===== config.mk =====
export PLATFORM = sky130hd
export DESIGN_NAME = fpga_msg_serializer_flat
export DESIGN_NICKNAME = d
export VERILOG_FILES = /design/src/rtl/fpga_msg_serializer_if.sv /design/src/rtl/fpga_msg_serializer.sv /design/src/flat_wrapper.sv
export SDC_FILE = /design/constraint.sdc
export NUM_CORES = 1
export LEC_CHECK = 0
export CAP_MARGIN = 5
export CORE_ASPECT_RATIO = 0.9
export CORE_MARGIN = 5
export CORE_UTILIZATION = 57
export CTS_CLUSTER_DIAMETER = 150
export CTS_CLUSTER_SIZE = 24
export DETAILED_ROUTE_END_ITERATION = 16
export PLACE_DENSITY_LB_ADDON = 0.15
export SLEW_MARGIN = 30
export SYNTH_ARGS = -nofsm -noshare
export SYNTH_HDL_FRONTEND = slang
export SYNTH_SLANG_ARGS = --single-unit

===== constraint.sdc =====
create_clock -name bus_clk -period 6.4 [get_ports bus_clk]
set_clock_uncertainty 0.05 [all_clocks]
set_input_delay 1.28 -clock bus_clk [delete_from_list [all_inputs] [get_ports bus_clk]]
set_output_delay 1.28 -clock bus_clk [all_outputs]
set_load 0.01 [all_outputs]

===== src/rtl/fpga_msg_serializer_if.sv =====
// Message-in / word-out bundle between cl, the serializer and the PC read FIFO.
// master is the environment side; slave is the serializer side.
interface fpga_msg_serializer_if #(
  parameter int DROP_W = 16
);
  logic [127:0]      fpga_msg;
  logic              fpga_msg_valid;
  logic              fpga_msg_overflow;
  logic [31:0]       rd_fifo_data;
  logic              rd_fifo_wren;
  logic              rd_fifo_full;
  logic              drop_clear;
  logic [DROP_W-1:0] drop_count;
  logic              dropped_sticky;

  modport master (
    output fpga_msg, fpga_msg_valid, rd_fifo_full, drop_clear,
    input  fpga_msg_overflow, rd_fifo_data, rd_fifo_wren, drop_count, dropped_sticky
  );

  modport slave (
    input  fpga_msg, fpga_msg_valid, rd_fifo_full, drop_clear,
    output fpga_msg_overflow, rd_fifo_data, rd_fifo_wren, drop_count, dropped_sticky
  );
endinterface


===== src/rtl/fpga_msg_serializer.sv =====
// Buffers 128-bit messages from cl and emits each as four 32-bit words, LSW first.
// Messages offered while the buffer is full are dropped and counted.
module fpga_msg_serializer #(
  parameter int LOG2_DEPTH = 2,
  parameter int DROP_W     = 16
) (
  input  logic                  bus_clk,
  input  logic                  reset,
  fpga_msg_serializer_if.slave  bus
);
  localparam int DEPTH = 1 << LOG2_DEPTH;
  localparam int PW    = LOG2_DEPTH + 1;

  logic [3:0][31:0]  mem_q [DEPTH];
  logic [PW-1:0]     wr_ptr_q, wr_ptr_d;
  logic [PW-1:0]     rd_ptr_q, rd_ptr_d;
  logic [1:0]        idx_q, idx_d;
  logic [DROP_W-1:0] drop_count_q, drop_count_d;
  logic              sticky_q, sticky_d;

  logic [PW-1:0] count;
  logic          full, empty, push, drop, wren;

  // Extra pointer bit distinguishes full from empty.
  assign count = wr_ptr_q - rd_ptr_q;
  assign full  = (count == PW'(DEPTH));
  assign empty = (count == '0);
  assign push  = bus.fpga_msg_valid && !full;
  assign drop  = bus.fpga_msg_valid && full;
  assign wren  = !empty && !bus.rd_fifo_full;

  assign bus.fpga_msg_overflow = full;
  assign bus.rd_fifo_wren      = wren;
  assign bus.rd_fifo_data      = mem_q[rd_ptr_q[LOG2_DEPTH-1:0]][idx_q];
  assign bus.drop_count        = drop_count_q;
  assign bus.dropped_sticky    = sticky_q;

  always_comb begin
    wr_ptr_d     = wr_ptr_q;
    rd_ptr_d     = rd_ptr_q;
    idx_d        = idx_q;
    drop_count_d = drop_count_q;
    sticky_d     = sticky_q;

    if (push) begin
      wr_ptr_d = wr_ptr_q + PW'(1);
    end

    if (wren) begin
      idx_d = idx_q + 2'd1;
      if (idx_q == 2'd3) begin
        rd_ptr_d = rd_ptr_q + PW'(1);
      end
    end

    // A drop in the same cycle as a clear restarts the count at one.
    if (drop) begin
      sticky_d = 1'b1;
      if (bus.drop_clear) begin
        drop_count_d = DROP_W'(1);
      end else if (!(&drop_count_q)) begin
        drop_count_d = drop_count_q + DROP_W'(1);
      end
    end else if (bus.drop_clear) begin
      sticky_d     = 1'b0;
      drop_count_d = '0;
    end
  end

  always_ff @(posedge bus_clk) begin
    if (!reset) begin
      wr_ptr_q     <= '0;
      rd_ptr_q     <= '0;
      idx_q        <= '0;
      drop_count_q <= '0;
      sticky_q     <= 1'b0;
    end else begin
      wr_ptr_q     <= wr_ptr_d;
      rd_ptr_q     <= rd_ptr_d;
      idx_q        <= idx_d;
      drop_count_q <= drop_count_d;
      sticky_q     <= sticky_d;
    end
  end

  always_ff @(posedge bus_clk) begin
    if (push) begin
      mem_q[wr_ptr_q[LOG2_DEPTH-1:0]] <= bus.fpga_msg;
    end
  end
endmodule

===== src/flat_wrapper.sv =====
// flat-port wrapper written by rule: the top's interface ports become plain ports
module fpga_msg_serializer_flat 
#(
  parameter int LOG2_DEPTH = 2,
  parameter int DROP_W     = 16
)
  (bus_clk, reset, bus_fpga_msg, bus_fpga_msg_valid, bus_rd_fifo_full, bus_drop_clear, bus_fpga_msg_overflow, bus_rd_fifo_data, bus_rd_fifo_wren, bus_drop_count, bus_dropped_sticky);
  fpga_msg_serializer_if #(.DROP_W(DROP_W)) bus_i ();
  input  logic bus_clk;
  input  logic reset;
  input wire logic [$bits(bus_i.fpga_msg)-1:0] bus_fpga_msg;
  input wire logic [$bits(bus_i.fpga_msg_valid)-1:0] bus_fpga_msg_valid;
  input wire logic [$bits(bus_i.rd_fifo_full)-1:0] bus_rd_fifo_full;
  input wire logic [$bits(bus_i.drop_clear)-1:0] bus_drop_clear;
  output wire logic [$bits(bus_i.fpga_msg_overflow)-1:0] bus_fpga_msg_overflow;
  output wire logic [$bits(bus_i.rd_fifo_data)-1:0] bus_rd_fifo_data;
  output wire logic [$bits(bus_i.rd_fifo_wren)-1:0] bus_rd_fifo_wren;
  output wire logic [$bits(bus_i.drop_count)-1:0] bus_drop_count;
  output wire logic [$bits(bus_i.dropped_sticky)-1:0] bus_dropped_sticky;
  assign bus_i.fpga_msg = bus_fpga_msg;
  assign bus_i.fpga_msg_valid = bus_fpga_msg_valid;
  assign bus_i.rd_fifo_full = bus_rd_fifo_full;
  assign bus_i.drop_clear = bus_drop_clear;
  assign bus_fpga_msg_overflow = bus_i.fpga_msg_overflow;
  assign bus_rd_fifo_data = bus_i.rd_fifo_data;
  assign bus_rd_fifo_wren = bus_i.rd_fifo_wren;
  assign bus_drop_count = bus_i.drop_count;
  assign bus_dropped_sticky = bus_i.dropped_sticky;
  fpga_msg_serializer #(.LOG2_DEPTH(LOG2_DEPTH), .DROP_W(DROP_W)) u_core (.bus_clk(bus_clk), .reset(reset), .bus(bus_i));
endmodule

==> metrics.md <==
| Metric | Value |
|---|---|
| Status | `finished, final reports clean` |
| Clock tree buffer depth | `3` |
| Max-cap viol count | `0` |
| GP Congestion | `0.761` |
| Max-slew violations | `0` |
| Die width | `210 µm` |
| Router iterations before antenna repair | `5` |
| Synthesized area | `0.0206 mm²` |
| Number of port buffers | `183` |
| Vias in the first global route | `9950` |
| Final setup fails | `0` |
| Number of synthesized flops with an enable pin | `512` |
| DR vias | `9360` |
| Cell with the most instances after synthesis | `edfxtp_1` |
| Layout cells sized above 1 | `0.203` |
| Multi-input gate area | `0.00449 mm²` |
| RSZ-0062 raised after global routing | `no` |
| Cts repair resizes | `0` |
| Minimum clock period | `4.82 ns` |
| Pint | `5.03 mW` |
| CTS Buf Count | `26` |
| Worst-skew pair later-pin latency | `0.56 ns` |
| Hold path start | `u_core.bus.dropped_sticky` |
| Final hold violations | `0` |
| P_leak | `7.15 nW` |
| Synth cell count leaders | `512 x edfxtp_1, 160 x mux4_2, 27 x dfxtp_1` |
| Filler cells | `2324` |
| Asr flop ratio synth | `0` |
| Post-DRT Antenna Nets | `0` |
| DR WL/cell | `24.9 µm` |
| Routed WL | `38.3 mm` |
| Sequential fraction of design power | `0.643` |
| Worst setup path category | `flip-flop to output pin` |
| Fmax | `207 MHz` |
| R2r startpoint | `u_core.wr_ptr_q[0]` |
| Vias per cell | `6.07` |
| Final worst-path cycle share | `0.754` |
| Mapped Cells | `870` |
| # diodes | `0` |
| Setup bufs post-CTS | `0` |
| First-pass GRT wire length | `60.2 mm` |
| Yosys top cell area share | `0.747` |
| YS warnings | `0` |
| #FFs+latches synth | `539` |
| Gate power share | `0.077` |
| Net Sw Frac | `0.203` |
| H-tree levels | `1` |
| CTS Hold Bufs | `0` |
| Clock Power Share | `0.280` |
| Synth area leaders | `edfxtp_1 75%, mux4_2 18%, dfxtp_1 2.6%` |
| GR Util All Layers | `0.195` |
| Die Footprint | `0.0400 mm²` |
| Initial antenna violation count | `4` |
| Top-level I/O count | `184` |
| Worst EP arrival | `3.49 ns` |
| Setup TNS | `0 ns` |
| Maximum VDD drop | `285 µV` |
| Total gr overflow | `0` |
| Net count after synthesis | `1012` |
| Largest net degree at the start of global routing | `92` |
| TritonCTS Sinks | `539` |
| Slew HR | `0.432` |
| Sequential area share after synthesis | `0.773` |
| Sw Pwr | `1.28 mW` |
| TritonCTS clock tree | `yes` |
| Yosys top cell by area | `edfxtp_1` |
| Synth-to-Final Area Change | `15.5%` |
| Die Y | `190 µm` |
| Post-synth top flop | `edfxtp_1` |
| Core area | `0.0359 mm²` |
| Reg area | `0.0159 mm²` |
| Hold Path Class | `flip-flop to flip-flop` |
| Hold slack | `0.430 ns` |
| Clock transition at path regs | `0.10 ns` |
| Worst-Margin Slew | `0.852 ns` |
| HPWL after detailed placement | `22.3 mm` |
| # rows | `66` |
| Worst-path fanout max | `35` |
| Crit end category | `output pin` |
| Pwr dens | `266 mW/mm²` |
| Number of DRC markers in iteration 0 | `812` |
| Final #Nets | `1198` |
| Distinct cells, synth | `40` |
| Initial core utilization | `0.573` |
| CTS Root Cell | `clkbuf_16` |
| Worst Path Required | `5.07 ns` |
| Startpoint types | `flip-flop` |
| DRC errors left | `0` |
| Post-Syn Area per Cell | `23.7 µm²` |
[routing by layer]
| metal | track usage | share of wire |
|---|---|---|
| met5 | 0 | 0.0016 |
| met4 | 0.0291 | 0.014 |
| met3 | 0.0367 | 0.053 |
| met2 | 0.321 | 0.51 |
| met1 | 0.287 | 0.42 |
[metrics by stage]
step | area (µm²) | instances | utilization | setup slack [ns] | total power, mW
2_1_floorplan | 20600 | 870 | - | 1.55 | 4.37
3_3_place_gp | 23000 | 1503 | 0.641 | 2.09 | 4.62
3_5_place_dp | 23000 | 1503 | 0.641 | 2.06 | 4.64
4_1_cts | 23700 | 1540 | 0.661 | 1.43 | 6.39
5_1_grt | 23800 | 1541 | 0.662 | 1.30 | 6.56
6_report | 23800 | 1541 | 0.662 | 1.58 | 6.31
[power by group through the flow]
stage                     Combinational (mW)  Sequential, mW  Clock [mW]
after floorplan                        0.225            4.15           0
after global placement                 0.487            4.14           0
after detailed placement               0.493            4.14           0
after CTS                              0.496            4.06        1.83
after global routing                   0.521            4.07        1.96
final                                  0.485            4.06        1.77
[critical path, cell delays in order (launching register included)]
cell             delay (ns)
dfxtp_4                0.65
buf_4                  0.65
mux4_2                 0.60
mux4_2                 0.50
clkdlybuf4s50_1        0.51
[sequential cells by signal, summed over array words and instances (netlist names), named ones only]
register	count
u_core.bus.drop_count	16
u_core.wr_ptr_q	3
u_core.bus.dropped_sticky	1
u_core.mem_q	512
u_core.idx_q	2
u_core.rd_ptr_q	3
[kinds of logic (layout without fill, tap and decap cells)]
family,after synthesis,count (layout),synth area share
AND/OR/NAND/NOR,75,75,0.0202
buffers and inverters,45,240,0.00955
adder cells (fa/ha/maj),9,9,0.00547
multiplexers,162,162,0.176
XOR/XNOR,17,17,0.00833
AO/OA/AOI/OAI,23,23,0.00687
flip-flops,539,539,0.773
[final timing paths]
kind | to | slack, ns | cells after the start
max | bus_rd_fifo_data[21] | 1.58 | 4
min | u_core.bus.dropped_sticky | 0.43 | 2
max reg2reg | u_core.mem_q[0][9] | 3.21 | 7
min reg2reg | u_core.bus.dropped_sticky | 0.43 | 2
[cells in the final DEF (no fill, tap or decap), drive strengths merged, types with 3 or more instances in the layout]
cell,instances
a21oi,6
and3,7
and4,3
buf,13
clkbuf,35
clkdlybuf4s50,183
clkinv,3
dfxtp,27
edfxtp,512
ha,9
inv,6
mux4,160
nand2,15
nand3,13
nand4,8
nor2,11
nor3,4
nor4,4
nor4b,3
o21ai,11
xnor2,11
xor2,6
[layout make-up]
| class | instances | area share |
|---|---|---|
| Clock buffer | 35 | 0.0288 |
| Clock inverter | 2 | 0.00137 |
| Inverter | 7 | 0.00111 |
| Multi-Input combinational cell | 286 | 0.189 |
| Sequential cell | 539 | 0.670 |
| Tap cell | 476 | 0.0251 |
| Timing Repair Buffer | 196 | 0.0849 |
Power figures use the tool's default switching activity.
